[src/rtl/npu_loader.sv]
// Runs one NPU inference: clears the NPU, streams image (and optionally weight) words
// from source memory, triggers, polls for completion and captures the signed logit.
module npu_loader #(
  parameter int TIMEOUT_CYCLES = 20000,
  parameter int RD_LAT         = 2
) (
  input  logic        clk,
  input  logic        rst,
  input  logic        start,
  input  logic        load_weights,
  output logic        busy,
  output logic        done,
  output logic        error,
  output logic [31:0] result,
  output logic        src_rd,
  output logic [8:0]  src_addr,
  input  logic [31:0] src_rdata,
  output logic        npu_rst_n,
  output logic        npu_ena,
  output logic        npu_wea,
  output logic [15:0] npu_addra,
  output logic [31:0] npu_dina,
  input  logic [31:0] npu_douta
);

  typedef enum logic [3:0] {
    IDLE, CLR, LOAD, TRIG, POLL_REQ, POLL_WAIT, RES_REQ, RES_WAIT, FINISH
  } state_t;

  localparam logic [15:0] TMO_LIMIT   = 16'(TIMEOUT_CYCLES);
  localparam logic [15:0] WAIT_LAST   = 16'(RD_LAT - 1);
  localparam logic [15:0] TRIG_ADDR   = {1'b0, 3'b101, 12'd1};
  localparam logic [15:0] STATUS_ADDR = {1'b0, 3'b111, 12'd0};
  localparam logic [15:0] LOGIT_ADDR  = {1'b0, 3'b111, 12'd4};

  state_t      state, state_nxt;
  logic        lw_q;
  logic [8:0]  load_cnt;
  logic [15:0] wait_cnt;
  logic [15:0] tmo_cnt;
  logic [8:0]  n_words;
  logic [8:0]  wr_word;
  logic [2:0]  wr_sel;
  logic [11:0] wr_idx;
  logic        timed_out;
  logic        wait_last;

  assign n_words   = lw_q ? 9'd439 : 9'd60;
  assign wr_word   = load_cnt - 9'd1;
  assign timed_out = (tmo_cnt >= TMO_LIMIT);
  assign wait_last = (wait_cnt == WAIT_LAST);
  assign src_addr  = load_cnt;
  assign npu_rst_n = ~rst && (state != CLR);

  // Source word number -> NPU region select and index within that region
  always_comb begin
    wr_sel = 3'b000;
    wr_idx = 12'd0;
    if (wr_word < 9'd60) begin
      wr_sel = 3'b110;
      wr_idx = {3'b000, wr_word};
    end else if (wr_word < 9'd83) begin
      wr_sel = 3'b001;
      wr_idx = {3'b000, wr_word - 9'd60};
    end else if (wr_word < 9'd106) begin
      wr_sel = 3'b010;
      wr_idx = {3'b000, wr_word - 9'd83};
    end else if (wr_word < 9'd436) begin
      wr_sel = 3'b011;
      wr_idx = {3'b000, wr_word - 9'd106};
    end else begin
      wr_sel = 3'b100;
      wr_idx = {3'b000, wr_word - 9'd436};
    end
  end

  always_ff @(posedge clk or posedge rst) begin
    if (rst) state <= IDLE;
    else     state <= state_nxt;
  end

  always_comb begin
    state_nxt = state;
    busy      = 1'b0;
    done      = 1'b0;
    src_rd    = 1'b0;
    npu_ena   = 1'b0;
    npu_wea   = 1'b0;
    npu_addra = 16'd0;
    npu_dina  = 32'd0;
    case (state)
      IDLE: if (start) state_nxt = CLR;
      CLR: begin
        busy = 1'b1;
        if (wait_cnt == 16'd1) state_nxt = LOAD;
      end
      LOAD: begin
        // Read of word k overlaps the write of word k-1, so a load costs N+1 cycles
        busy   = 1'b1;
        src_rd = (load_cnt < n_words);
        if (load_cnt != 9'd0) begin
          npu_ena   = 1'b1;
          npu_wea   = 1'b1;
          npu_addra = {1'b0, wr_sel, wr_idx};
          npu_dina  = src_rdata;
        end
        if (load_cnt == n_words) state_nxt = TRIG;
      end
      TRIG: begin
        busy      = 1'b1;
        npu_ena   = 1'b1;
        npu_wea   = 1'b1;
        npu_addra = TRIG_ADDR;
        state_nxt = POLL_REQ;
      end
      POLL_REQ: begin
        busy = 1'b1;
        if (timed_out) begin
          state_nxt = FINISH;
        end else begin
          npu_ena   = 1'b1;
          npu_addra = STATUS_ADDR;
          state_nxt = POLL_WAIT;
        end
      end
      POLL_WAIT: begin
        busy = 1'b1;
        if (timed_out)      state_nxt = FINISH;
        else if (wait_last) state_nxt = npu_douta[0] ? RES_REQ : POLL_REQ;
      end
      RES_REQ: begin
        busy      = 1'b1;
        npu_ena   = 1'b1;
        npu_addra = LOGIT_ADDR;
        state_nxt = RES_WAIT;
      end
      RES_WAIT: begin
        busy = 1'b1;
        if (wait_last) state_nxt = FINISH;
      end
      FINISH: begin
        done      = 1'b1;
        state_nxt = IDLE;
      end
      default: state_nxt = IDLE;
    endcase
  end

  // Counters, run configuration and the result/error registers
  always_ff @(posedge clk or posedge rst) begin
    if (rst) begin
      lw_q     <= 1'b0;
      load_cnt <= 9'd0;
      wait_cnt <= 16'd0;
      tmo_cnt  <= 16'd0;
      error    <= 1'b0;
      result   <= 32'd0;
    end else begin
      load_cnt <= (state == LOAD && state_nxt == LOAD) ? load_cnt + 9'd1 : 9'd0;
      if (state_nxt != state)
        wait_cnt <= 16'd0;
      else if (state inside {CLR, POLL_WAIT, RES_WAIT})
        wait_cnt <= wait_cnt + 16'd1;
      if (state == IDLE && start) begin
        lw_q    <= load_weights;
        error   <= 1'b0;
        result  <= 32'd0;
        tmo_cnt <= 16'd0;
      end
      if (state inside {TRIG, POLL_REQ, POLL_WAIT, RES_REQ, RES_WAIT} && tmo_cnt != 16'hFFFF)
        tmo_cnt <= tmo_cnt + 16'd1;
      if ((state == POLL_REQ || state == POLL_WAIT) && timed_out)
        error <= 1'b1;
      if (state == RES_WAIT && wait_last)
        result <= npu_douta;
    end
  end

endmodule

[config.mk]
export PLATFORM = sky130hd
export DESIGN_NAME = npu_loader
export DESIGN_NICKNAME = d
export VERILOG_FILES = /design/src/rtl/npu_loader.sv
export SDC_FILE = /design/constraint.sdc
export NUM_CORES = 1
export LEC_CHECK = 0
export BUFFER_PORTS_ARGS = -buffer_cell sky130_fd_sc_hd__buf_2
export CORE_MARGIN = 8
export CORE_UTILIZATION = 56
export DETAILED_ROUTE_END_ITERATION = 8
export PLACE_DENSITY = 0.83
export SETUP_SLACK_MARGIN = 0.5
export SYNTH_ARGS = -nofsm -noshare
export SYNTH_HDL_FRONTEND = slang
export SYNTH_SLANG_ARGS = --single-unit
[constraint.sdc]
create_clock -name clk -period 9.3 [get_ports clk]
set_input_delay 2.325 -clock clk [delete_from_list [all_inputs] [get_ports clk]]
set_output_delay 2.325 -clock clk [all_outputs]
set_load 0.1 [all_outputs]
**Word level (Yosys, flattened, before mapping)**

Index checks and enable logic that the tools add are counted.

- Flip-flop bits (word level): 79
- Input bits: 68
- Output and inout bits: 96
- Logic and storage cells: 92

- Add/subtract/negate cells: 8
- Order comparisons: 6
- Eq/ne operators: 14
- Muxes and demuxes: 39
- Bitwise logic cells: 1
- Reduce and logical (&&, ||, !) cells: 17

Operators with widths:

| operator | count |
|---|---|
| $mux W32 | 4 |
| $mux W16 | 4 |
| $pmux W15 S4 | 1 |
| $mux W9 | 6 |
| $add A16 B1 Y16 const B | 2 |
| $pmux W4 S8 | 1 |
| $mux W15 | 2 |
| $mux W4 | 7 |
| $lt A9 B7 Y1 const B | 2 |
| $sub A9 B7 Y9 const B | 2 |
| $eq A16 B1 Y1 const B | 1 |
| $eq A4 B3 Y1 const B | 4 |
| $ge A16 B15 Y1 const B | 1 |
| $ne A16 B16 Y1 const B | 1 |
| $eq A4 B2 Y1 const B | 3 |
| $mux W3 | 4 |
| $add A9 B1 Y9 const B | 1 |
| $eq A9 B9 Y1 | 1 |
| $lt A9 B6 Y1 const B | 1 |
| $lt A9 B9 Y1 | 1 |
| $lt A9 B9 Y1 const B | 1 |
| $reduce_bool A9 Y1 | 1 |
| $sub A9 B1 Y9 const B | 1 |
| $sub A9 B6 Y9 const B | 1 |
| other kinds (18) | 32 |

**Depth between registers and ports, before layout**

Gate-level depths: netlist of the first run.

- Depth in word-level cells: 8
- Mapped depth: 15
- Gate-level depth less buffers: 12

**Least setup slack after synthesis of the first run**

No wires, ideal clock.

- Path type: register to output
- From: register load_cnt[0], in the netlist src_addr[0]
- To: output port npu_addra[12]
- Arrival: 5.636 ns
- Data required time: 6.975 ns
- Slack: 1.339 ns
- Stages on the path, launching flop included: 13
- Path buffers: 2
- Cells stage by stage: dfrtp_1 -> clkbuf_1 -> inv_1 -> ha_1 -> buf_6 -> xor2_1 -> inv_1 -> ha_1 -> a221oi_1 -> o31ai_1 -> a21oi_2 -> nor2_1 -> o32ai_1

- Cells in the longest elaborated chain, start to end: 8
- Elaborated cells between the ends (all ways): 12
- Classes of those cells: add/sub (1); order compare (4); mux (6); reduce/logical (1)

Ends and longest elaborated chain:

| element | RTL line | RTL |
|---|---|---|
| start, declared | 38 | `logic [8:0] load_cnt;` |
| start signal, assigned | 159 | `load_cnt <= (state == LOAD && state_nxt == LOAD) ? load_cnt + 9'd1 : 9'd0;` |
| $sub A9 B1 Y9 | 49 | `assign wr_word = load_cnt - 9'd1;` |
| $lt A9 B9 Y1 | 68 | `end else if (wr_word < 9'd436) begin` |
| $mux W3 | 68 |  |
| $mux W3 | 65 | `end else if (wr_word < 9'd106) begin` |
| $mux W3 | 62 | `end else if (wr_word < 9'd83) begin` |
| $mux W3 | 59 | `if (wr_word < 9'd60) begin` |
| $mux W15 * | 101 | `if (load_cnt != 9'd0) begin` |
| $pmux W15 S4 * | 91 | `case (state)` |
| end, declared | 21 | `output logic [15:0] npu_addra,` |

Mark *: on every way between the ends. The rest lies on a longest branch, timed or not.

**Worst setup path in the final report of the first run**

- From: register load_cnt[0], in the netlist src_addr[0]
- To: output port npu_addra[4]

- Cells in the longest elaborated chain, start to end: 8
- Elaborated cells between the ends (all ways): 16
- Classes of those cells: add/sub (5); order compare (4); mux (6); reduce/logical (1)

Ends and longest elaborated chain:

| element | RTL line | RTL |
|---|---|---|
| $sub A9 B1 Y9 | 49 |  |
| $sub A9 B9 Y9, or another cell as far along | 73 | `wr_idx = {3'b000, wr_word - 9'd436};` |
| $mux W9 | 68 |  |
| $mux W9 | 65 |  |
| $mux W9 | 62 |  |
| $mux W9 | 59 |  |
| $mux W15 * | 101 |  |
| $pmux W15 S4 * | 91 |  |

Marked as above.

==> results.yml, run 1 <==
clocking:
  cts_sinks: 79
  hold_buffers: 0
  cts_tree: "yes"
  cts-root-buf: "clkbuf_8"
  post_cts_buffers: 0
  cts_resized: 0
  clk_path_buf_depth: 2
  clk_pin_slew_ns: 0.10
  insertion_delay_ns: 0.36
  numCtsBuffers: 9
  cts.htree.levels: 3
finish:
  drive_above_1_share_pct: 26.8
  final_cells: 898
  design_area_um2: 6270
  area_growth_pct: 18.6
  finalNetCount: 869
  fin_util_pct: 68.2
  insertedDiodeCount: 0
worst_setup_path:
  path_max_fanout: 14
  crit_family: "compound AO/OA/AOI/OAI gates"
  cp_cell_sequence: "inv_1, ha_1, xor2_1, inv_1, ha_1, a21oi_1, or3_1, a32oi_1, a32o_1, o2bb2ai_2, a21oi_1, nor3b_2, buf_2"
  critPathLaunchType: "flop"
  required_ns: 6.98
  cp.arrival_ns: 4.46
  cp_num_buf_inv: 3
  slowest_stage: "dfrtp_1"
  r2r_start: "wait_cnt[1]$_DFFE_PP0P_"
  setup.worst_path.class: "flop to output pin"
  cpPeakStageDelay_ns: 0.62
  end_kind: "output pin"
  worstSetupStartpoint: "src_addr[0]$_DFF_PP0_"
placement:
  dp.cells: 882
  port_buffers: 159
  placedInstanceArea_um2: 6070
  dp_hpwl_mm: 11.6
  gp_congestion: 0.930
  dp_slack_ns: 2.95
floorplan:
  start_util_pct: 57.5
  core_area_um2: 9200
  dieHeight_um: 113
  die_x_um: 113
  io_pins: 164
  dieArea_um2: 12800
  fp-row-count: 35
power:
  power.total_mw: 0.701
  peakVddDrop_mv: 0.102
  p_leak_nw: 3.06
  power_density_nw_per_um2: 112
sta:
  finalCritPeriodShare_pct: 73.0
  hold_violations: 0
  fin_worst_hold_slack_ns: 0.473
  drv_slew: 0
  relSlewSlack_pct: 22.7
  layout_setup_ws_ns: 2.51
  skew_ns: 0.0144
  rsz0062_at_grt: "no"
  fmax_ghz: 0.147
  setup_tns_ns: 0
  tightestPinTransition_ns: 1.15
  setup_viol: 0
  period_needed_ns: 6.79
yosys:
  synth_edf_count: 0
  yosysMostFrequentCell: "nand2_1"
  synth_top_cells_by_count: "114 x nand2_1, 79 x dfrtp_1, 62 x nor2_1, 58 x o21ai_0, 35 x and2_1"
  ys_seq_elements: 79
  synth_cell_types: 81
  synthFlopType: "dfrtp_1"
  synth.avg_cell_area_um2: 8.23
  yosysTopAreaCell: "dfrtp_1"
  synthTopCellsByArea: "dfrtp_1 37%, nand2_1 8.1%, o21ai_0 5.5%"
  synth_top_area_share_pct: 37.4
  seq_area_frac_synth_pct: 37.4
  ys_warn_count: 0
  synthesis.area_um2: 5290
  async_reset_ff_share_pct: 100
  syn-instance-count: 643
grt:
  overflow: 0
  grt_pass1_vias: 5147
  antenna_found_initial: 0
  gr-usage-all-layers_pct: 23.3
  grt_max_degree: 70
  grt_first_pass_wirelength_mm: 24.7
outcome:
  outcome: "completed"
route:
  wirelength_mm: 15.2
  drc: 0
  drtPass1Iterations: 6
  ant_nets: 0
  vias: 5272
  avgViaCountPerCell: 5.87
  routedWlPerCell_um: 16.9
  dr.first_iter.drc_count: 304
run:
  drv_cap: 0
min_path:
  min_from: "tmo_cnt[11]$_DFFE_PP0P_"
  worstHoldPathType: "flop to flop"
-- logic make-up after synthesis --
family          share of synthesized area (%)
fa+ha+maj                                4.49
flops                                    37.4
simple gates                             28.7
buf+inv                                  5.27
xor+xnor                                 5.27
compound gates                           18.1
mux                                     0.780
other cells                            0.0709
-- layer usage --
layer | wire length (um) | global-route usage [%] | vias to the layer above | part of all wire, %
li1 | - | - | 2508 | -
met1 | 6280 | 26.8 | 2473 | 41
met2 | 7110 | 39.4 | 256 | 47
met3 | 1430 | 7.45 | 35 | 9.4
met4 | 376 | 9.33 | 0 | 2.5
met5 | 0 | 0 | - | 0
-- worst register-to-register path, cell delays in order, from the launching register on --
cell and delay, ns:
dfrtp_1 0.41, inv_1 0.07, ha_1 0.13, nor4b_1 0.33, and4_1 0.34, and3_1 0.20
nor2b_4 0.91, a2111oi_0 0.22, o21ai_1 0.69, nor2_1 0.14
-- flip-flops by register name, indices dropped and copies added, names as in the netlist --
| name | flops |
|---|---|
| tmo_cnt | 16 |
| wait_cnt | 16 |
| result | 32 |
| lw_q | 1 |
| state | 4 |
| src_addr | 9 |
| error | 1 |
-- final cells by class --
class | count | area [um^2]
clock buffers | 9 | 124
fillers | 752 | 2920
repair buffers | 161 | 811
multi-input cells | 509 | 3060
well taps | 111 | 139
flip-flops and latches | 79 | 1980
inverters | 22 | 82.6
clock inverters | 7 | 80.1
-- cells in the final DEF (no fill, tap or decap), drive strengths merged, types with 3 or more instances in the layout --
cell	Yosys	final
buf	8	161
nand2	115	115
dfrtp	79	79
o21ai	65	65
nor2	62	62
and2	36	36
nand3	26	26
inv	22	24
xnor2	20	20
ha	19	19
a21oi	19	19
nor3	13	13
nand4	12	12
and3	11	11
xor2	11	11
clkbuf	27	9
or3	7	7
o31ai	7	7
or4	6	6
a211oi	5	5
a31oi	5	5
nor4	5	5
nor2b	5	5
nand2b	4	4
conb	1	4
mux2i	3	3
a2111oi	3	3
a21boi	3	3
a221oi	3	3
clkinv	0	3
-- power by group --
part	switching, mW	total, mW	leakage [nW]	internal [mW]
Sequential	0	0.343	0.997	0.343
Clock	0.135	0.262	0.102	0.127
Combinational	0.0775	0.0958	1.96	0.0183
-- path summary, 6_finish.rpt --
check                                           end  slack (ns)  cells after the start
max                                    npu_addra[4]        2.51                     13
max reg2reg                wait_cnt[12]$_DFFE_PP0P_        5.71                      9
min in group asynchronous    result[25]$_DFFE_PP0P_        1.89                      2
max in group asynchronous     result[8]$_DFFE_PP0P_        6.31                      3
min                         tmo_cnt[11]$_DFFE_PP0P_        0.47                      1
min reg2reg                 tmo_cnt[11]$_DFFE_PP0P_        0.47                      1
Note: power is estimated with default switching activity, not from simulation.
==> run 2: changes to the inputs <==
CORE_UTILIZATION = 52   (was 56)
PLACE_DENSITY = 0.78   (was 0.83)
clock period = 6.37 ns   (was 9.3 ns; I/O delays follow)
==> results.yml, run 2 (synthesis results as in run 1) <==
worst_setup_path:
  cp_num_buf_inv: 2
  cpPeakStageDelay_ns: 0.61
  cp_cell_sequence: "inv_1, ha_2, and2b_2, or4_4, xor2_2, or4_4, a32o_1, o2bb2ai_2, a21oi_1, nor3b_4, buf_4"
  setup.worst_path.class: "flop to output pin"
  end_kind: "output pin"
  cp.arrival_ns: 4.05
  reg2reg_slack_ns: 2.97
  required_ns: 4.78
  path_max_fanout: 14
  r2r_start: "wait_cnt[1]$_DFFE_PP0P_"
  worstSetupStartpoint: "src_addr[0]$_DFF_PP0_"
  cpMostUsedCell: "or4_4"
  regToRegEndpoint: "wait_cnt[0]$_DFFE_PP0P_"
  ff2ff_path_depth: 9
  slowest_stage: "or4_4"
  crit_family: "simple AND/OR/NAND/NOR gates"
  critPathLaunchType: "flop"
grt:
  use_met1_pct: 25.0
  top_usage_layer: "met2"
  grt_max_degree: 67
  grt_pass1_vias: 4859
  grt_first_pass_wirelength_mm: 23.5
  antenna_found_initial: 0
  use_met2_pct: 36.8
  met3_usage_pct: 6.82
  overflow: 0
  gr-usage-all-layers_pct: 21.8
finish:
  regMostFlops: "result"
  nFillCells: 848
  final_common_cell: "buf_2"
  drive_above_1_share_pct: 28.8
  insertedDiodeCount: 0
  finalNetCount: 870
  final_cell_mix: "158 x buf_2, 114 x nand2_1, 76 x dfrtp_1"
  area_growth_pct: 21.5
  multi_input_area_um2: 3140
  largest_reg_flops: 32
  ff_latch_area_um2: 1980
  design_area_um2: 6430
  top_regs: "result x32, tmo_cnt x16, wait_cnt x16"
power:
  switchingPower_mw: 0.298
  seq_power_share_pct: 46.8
  power_density_nw_per_um2: 166
  pwr-share-comb_pct: 13.2
  swShare_pct: 27.9
  power.internal_mw: 0.771
  p_leak_nw: 3.09
  peakVddDrop_mv: 0.151
  clkPwrFrac_pct: 39.9
route:
  wirelength_mm: 15.2
  avgViaCountPerCell: 5.52
  ant_nets: 0
  drc: 0
  dr.first_iter.drc_count: 266
  routedWlPerCell_um: 16.4
  drtPass1Iterations: 4
  vias: 5099
clocking:
  cts_sinks: 79
  cts_resized: 1
  cts_tree: "yes"
  cts-root-buf: "clkbuf_8"
  insertion_delay_ns: 0.36
  cts.htree.levels: 3
  clk_path_buf_depth: 2
  hold_buffers: 0
  post_cts_buffers: 0
  clk_pin_slew_ns: 0.08
  numCtsBuffers: 9
min_path:
  min_from: "tmo_cnt[11]$_DFFE_PP0P_"
  hold_depth: 1
  hold_end: "tmo_cnt[11]$_DFFE_PP0P_"
  worstHoldPathType: "flop to flop"
sta:
  hold_violations: 0
  setup_viol: 0
  fmax_ghz: 0.177
  rsz0062_at_grt: "no"
  drv_slew: 0
  setup_tns_ns: 0
  skew_ns: 0.0101
  tightestPinTransition_ns: 1.12
  relSlewSlack_pct: 25.0
  period_needed_ns: 5.64
  finalCritPeriodShare_pct: 88.6
floorplan:
  die_x_um: 117
  dieArea_um2: 13700
  start_util_pct: 52.4
  fp-row-count: 37
  dieHeight_um: 117
  core_area_um2: 10100
  io_pins: 164
placement:
  dp_hpwl_mm: 11.5
  port_buffers: 159
  gp_congestion: 0.895
  placedInstanceArea_um2: 6170
outcome:
  outcome: "completed"
run:
  drv_cap: 0
-- run 2: changes by cell type in the layout (fill, tap and decap cells not counted), moves of 2 or more --
| cell | delta |
|---|---|
| clkinv_4 | -2 |
| xor2_1 | -2 |
| nor3_1 | -2 |
| buf_4 | +2 |
| nor3_4 | +2 |
| dfrtp_1 | -3 |
| dfrtp_2 | +3 |
| clkbuf_8 | +2 |
| xor2_2 | +2 |
-- run 2: layout make-up --
class / instances / area share [%]
Timing Repair Buffer: 162 / 12.8
Tap cell: 136 / 2.65
Inverter: 22 / 1.28
Sequential cell: 79 / 30.8
Clock buffer: 12 / 2.41
Clock inverter: 4 / 1.19
Multi-Input combinational cell: 509 / 48.9
-- run 2: layer usage --
metal	share of wire (%)	routed length, um
met4	2.5	386
met2	47	7080
met5	0	0
met1	41	6160
met3	10	1550
-- run 2: worst reg2reg max path, stage by stage (launching register included) --
cell       delay [ns]
dfrtp_1          0.41
inv_1            0.08
ha_1             0.13
nor4b_1          0.22
and4_1           0.31
and3_1           0.19
nor2b_4          0.90
a2111oi_0        0.20
o21ai_1          0.66
nor2_1           0.13
-- run 2: how the worst max path moves through the flow --
stage	to	slack, ns	depth (start not counted)
finish	npu_addra[4]	0.73	11
global route	npu_addra[4]	0.52	11
CTS	npu_addra[0]	0.57	10
detailed placement	npu_addra[4]	0.84	11
global placement	npu_addra[4]	0.96	11
floorplan	npu_addra[12]	0.35	11
-- run 2: power groups by stage --
stage	sequential [mW]	combinational (mW)	clock, mW
floorplan	0.511	0.108	0
global placement	0.511	0.142	0
detailed placement	0.511	0.143	0
CTS	0.501	0.143	0.432
global route	0.501	0.147	0.453
finish	0.501	0.141	0.427
-- run 2: per-stage QoR --
stage	instances	worst slack, ns	hold slack (ns)	power, mW	util (%)
after floorplan	646	0.354	0.437	0.619	-
after global placement	908	0.957	0.455	0.653	61.1
after detailed placement	908	0.839	0.462	0.653	61.1
after CTS	924	0.568	0.476	1.08	63.5
after global routing	924	0.518	0.511	1.10	63.7
final	924	0.727	0.473	1.07	63.7
==> run 3: changes to the inputs <==
CORE_ASPECT_RATIO = 1.2   (was default)
CTS_BUF_LIST = sky130_fd_sc_hd__clkbuf_16   (was default)
SLEW_MARGIN = 25   (was default)
==> results.yml, run 3 (synthesis results as in run 1) <==
floorplan:
  die_x_um: 108
  fp-row-count: 40
  core_area_um2: 9960
  io_pins: 164
  dieArea_um2: 13700
  start_util_pct: 53.1
  dieHeight_um: 127
grt:
  grt_first_pass_wirelength_mm: 24.5
  grt_pass1_vias: 5037
  overflow: 0
  grt_max_degree: 67
  gr-usage-all-layers_pct: 21.8
  antenna_found_initial: 0
clocking:
  clk_path_buf_depth: 2
  cts_tree: "yes"
  clk_pin_slew_ns: 0.06
  hold_buffers: 0
  cts.htree.levels: 3
  cts_sinks: 79
  post_cts_buffers: 0
  cts-root-buf: "clkbuf_16"
  numCtsBuffers: 9
  insertion_delay_ns: 0.34
finish:
  top_regs: "result x32, tmo_cnt x16, wait_cnt x16"
  drive_above_1_share_pct: 28.7
  final_common_cell: "buf_2"
  regMostFlops: "result"
  largest_reg_flops: 32
  finalNetCount: 872
  area_growth_pct: 22.9
  insertedDiodeCount: 0
  design_area_um2: 6500
  final_cell_mix: "158 x buf_2, 114 x nand2_1, 76 x dfrtp_1"
placement:
  gp_congestion: 0.931
  port_buffers: 159
  placedInstanceArea_um2: 6170
  dp_hpwl_mm: 11.5
worst_setup_path:
  required_ns: 4.78
  critPathLaunchType: "flop"
  regToRegEndpoint: "wait_cnt[1]$_DFFE_PP0P_"
  r2r_start: "tmo_cnt[6]$_DFFE_PP0P_"
  reg2reg_slack_ns: 3.44
  ff2ff_path_depth: 7
  path_max_fanout: 14
  setup.worst_path.class: "flop to output pin"
  cp.arrival_ns: 4.03
  end_kind: "output pin"
min_path:
  min_from: "tmo_cnt[11]$_DFFE_PP0P_"
  hold_end: "tmo_cnt[11]$_DFFE_PP0P_"
  hold_depth: 1
  worstHoldPathType: "flop to flop"
route:
  wirelength_mm: 15.2
  avgViaCountPerCell: 5.62
  dr.first_iter.drc_count: 337
  drtPass1Iterations: 5
  ant_nets: 0
  vias: 5144
  drc: 0
  routedWlPerCell_um: 16.6
sta:
  setup_viol: 0
  tightestPinTransition_ns: 1.04
  setup_tns_ns: 0
  drv_slew: 0
  hold_violations: 0
  period_needed_ns: 5.63
  skew_ns: 0.00952
  fmax_ghz: 0.178
  relSlewSlack_pct: 30.2
  finalCritPeriodShare_pct: 88.3
  rsz0062_at_grt: "no"
power:
  peakVddDrop_mv: 0.247
  power_density_nw_per_um2: 176
  p_leak_nw: 3.14
outcome:
  outcome: "completed"
run:
  drv_cap: 0
-- run 3: changes by cell type in the layout (fill, tap and decap cells not counted), moves of 2 or more --
cell       change
clkinv_4       +2
inv_1          +2
clkbuf_8      -11
clkbuf_16      +9
-- run 3: layout make-up --
| type | count | area, um^2 |
|---|---|---|
| flip-flops and latches | 79 | 1980 |
| clock buffers | 9 | 225 |
| fillers | 846 | 3460 |
| inverters | 22 | 82.6 |
| well taps | 126 | 158 |
| clock inverters | 7 | 66.3 |
| repair buffers | 164 | 848 |
| multi-input cells | 509 | 3140 |
-- run 3: through the flow --
stage / utilization, % / hold WS [ns] / power [mW] / std cells / worst slack, ns
4_1_cts: 64.9 / 0.480 / 1.15 / 915 / 0.568
3_5_place_dp: 61.9 / 0.468 / 0.653 / 899 / 0.812
2_1_floorplan: - / 0.437 / 0.619 / 646 / 0.354
5_1_grt: 65.3 / 0.519 / 1.18 / 916 / 0.539
6_report: 65.3 / 0.473 / 1.14 / 916 / 0.743
3_3_place_gp: 61.9 / 0.460 / 0.652 / 899 / 0.979
-- run 3: critical path, stage by stage (launching register included) --
cell       delay (ns)
dfrtp_2          0.50
inv_1            0.21
ha_2             0.36
and2b_2          0.27
or4_4            0.44
xor2_1           0.15
buf_4            0.20
or4_4            0.55
a32o_1           0.27
o2bb2ai_2        0.13
a21oi_1          0.12
nor3b_4          0.19
buf_4            0.31
-- run 3: worst max path at each step --
stage	from	endpoint	slack (ns)
4_1_cts	src_addr[0]$_DFF_PP0_	npu_addra[3]	0.57
6_report	src_addr[0]$_DFF_PP0_	npu_addra[4]	0.74
5_1_grt	src_addr[0]$_DFF_PP0_	npu_addra[3]	0.54
2_1_floorplan	src_addr[1]$_DFF_PP0_	npu_addra[12]	0.35
3_3_place_gp	src_addr[0]$_DFF_PP0_	npu_addra[4]	0.98
3_5_place_dp	src_addr[0]$_DFF_PP0_	npu_addra[4]	0.81
-- run 3: report_power, final --
part / internal, mW / total (mW) / switching (mW)
Clock: 0.300 / 0.499 / 0.199
Combinational: 0.0268 / 0.141 / 0.114
Sequential: 0.502 / 0.502 / 0
Total: 0.829 / 1.14 / 0.313
-- run 3: repair_timing --
| action | CTS | global route |
|---|---|---|
| resized for setup | 1 | 3 |
| gates cloned | 0 | 0 |
| setup endpoints to repair | 1 | 8 |
-- run 3: routing by layer --
layer / vias up / share of wire, % / GRT usage (%)
met2: 236 / 48 / 36.6
met1: 2367 / 39 / 25.0
met5: - / 0 / 0
met4: 0 / 2.6 / 8.27
met3: 29 / 10 / 7.14
li1: 2512 / - / -
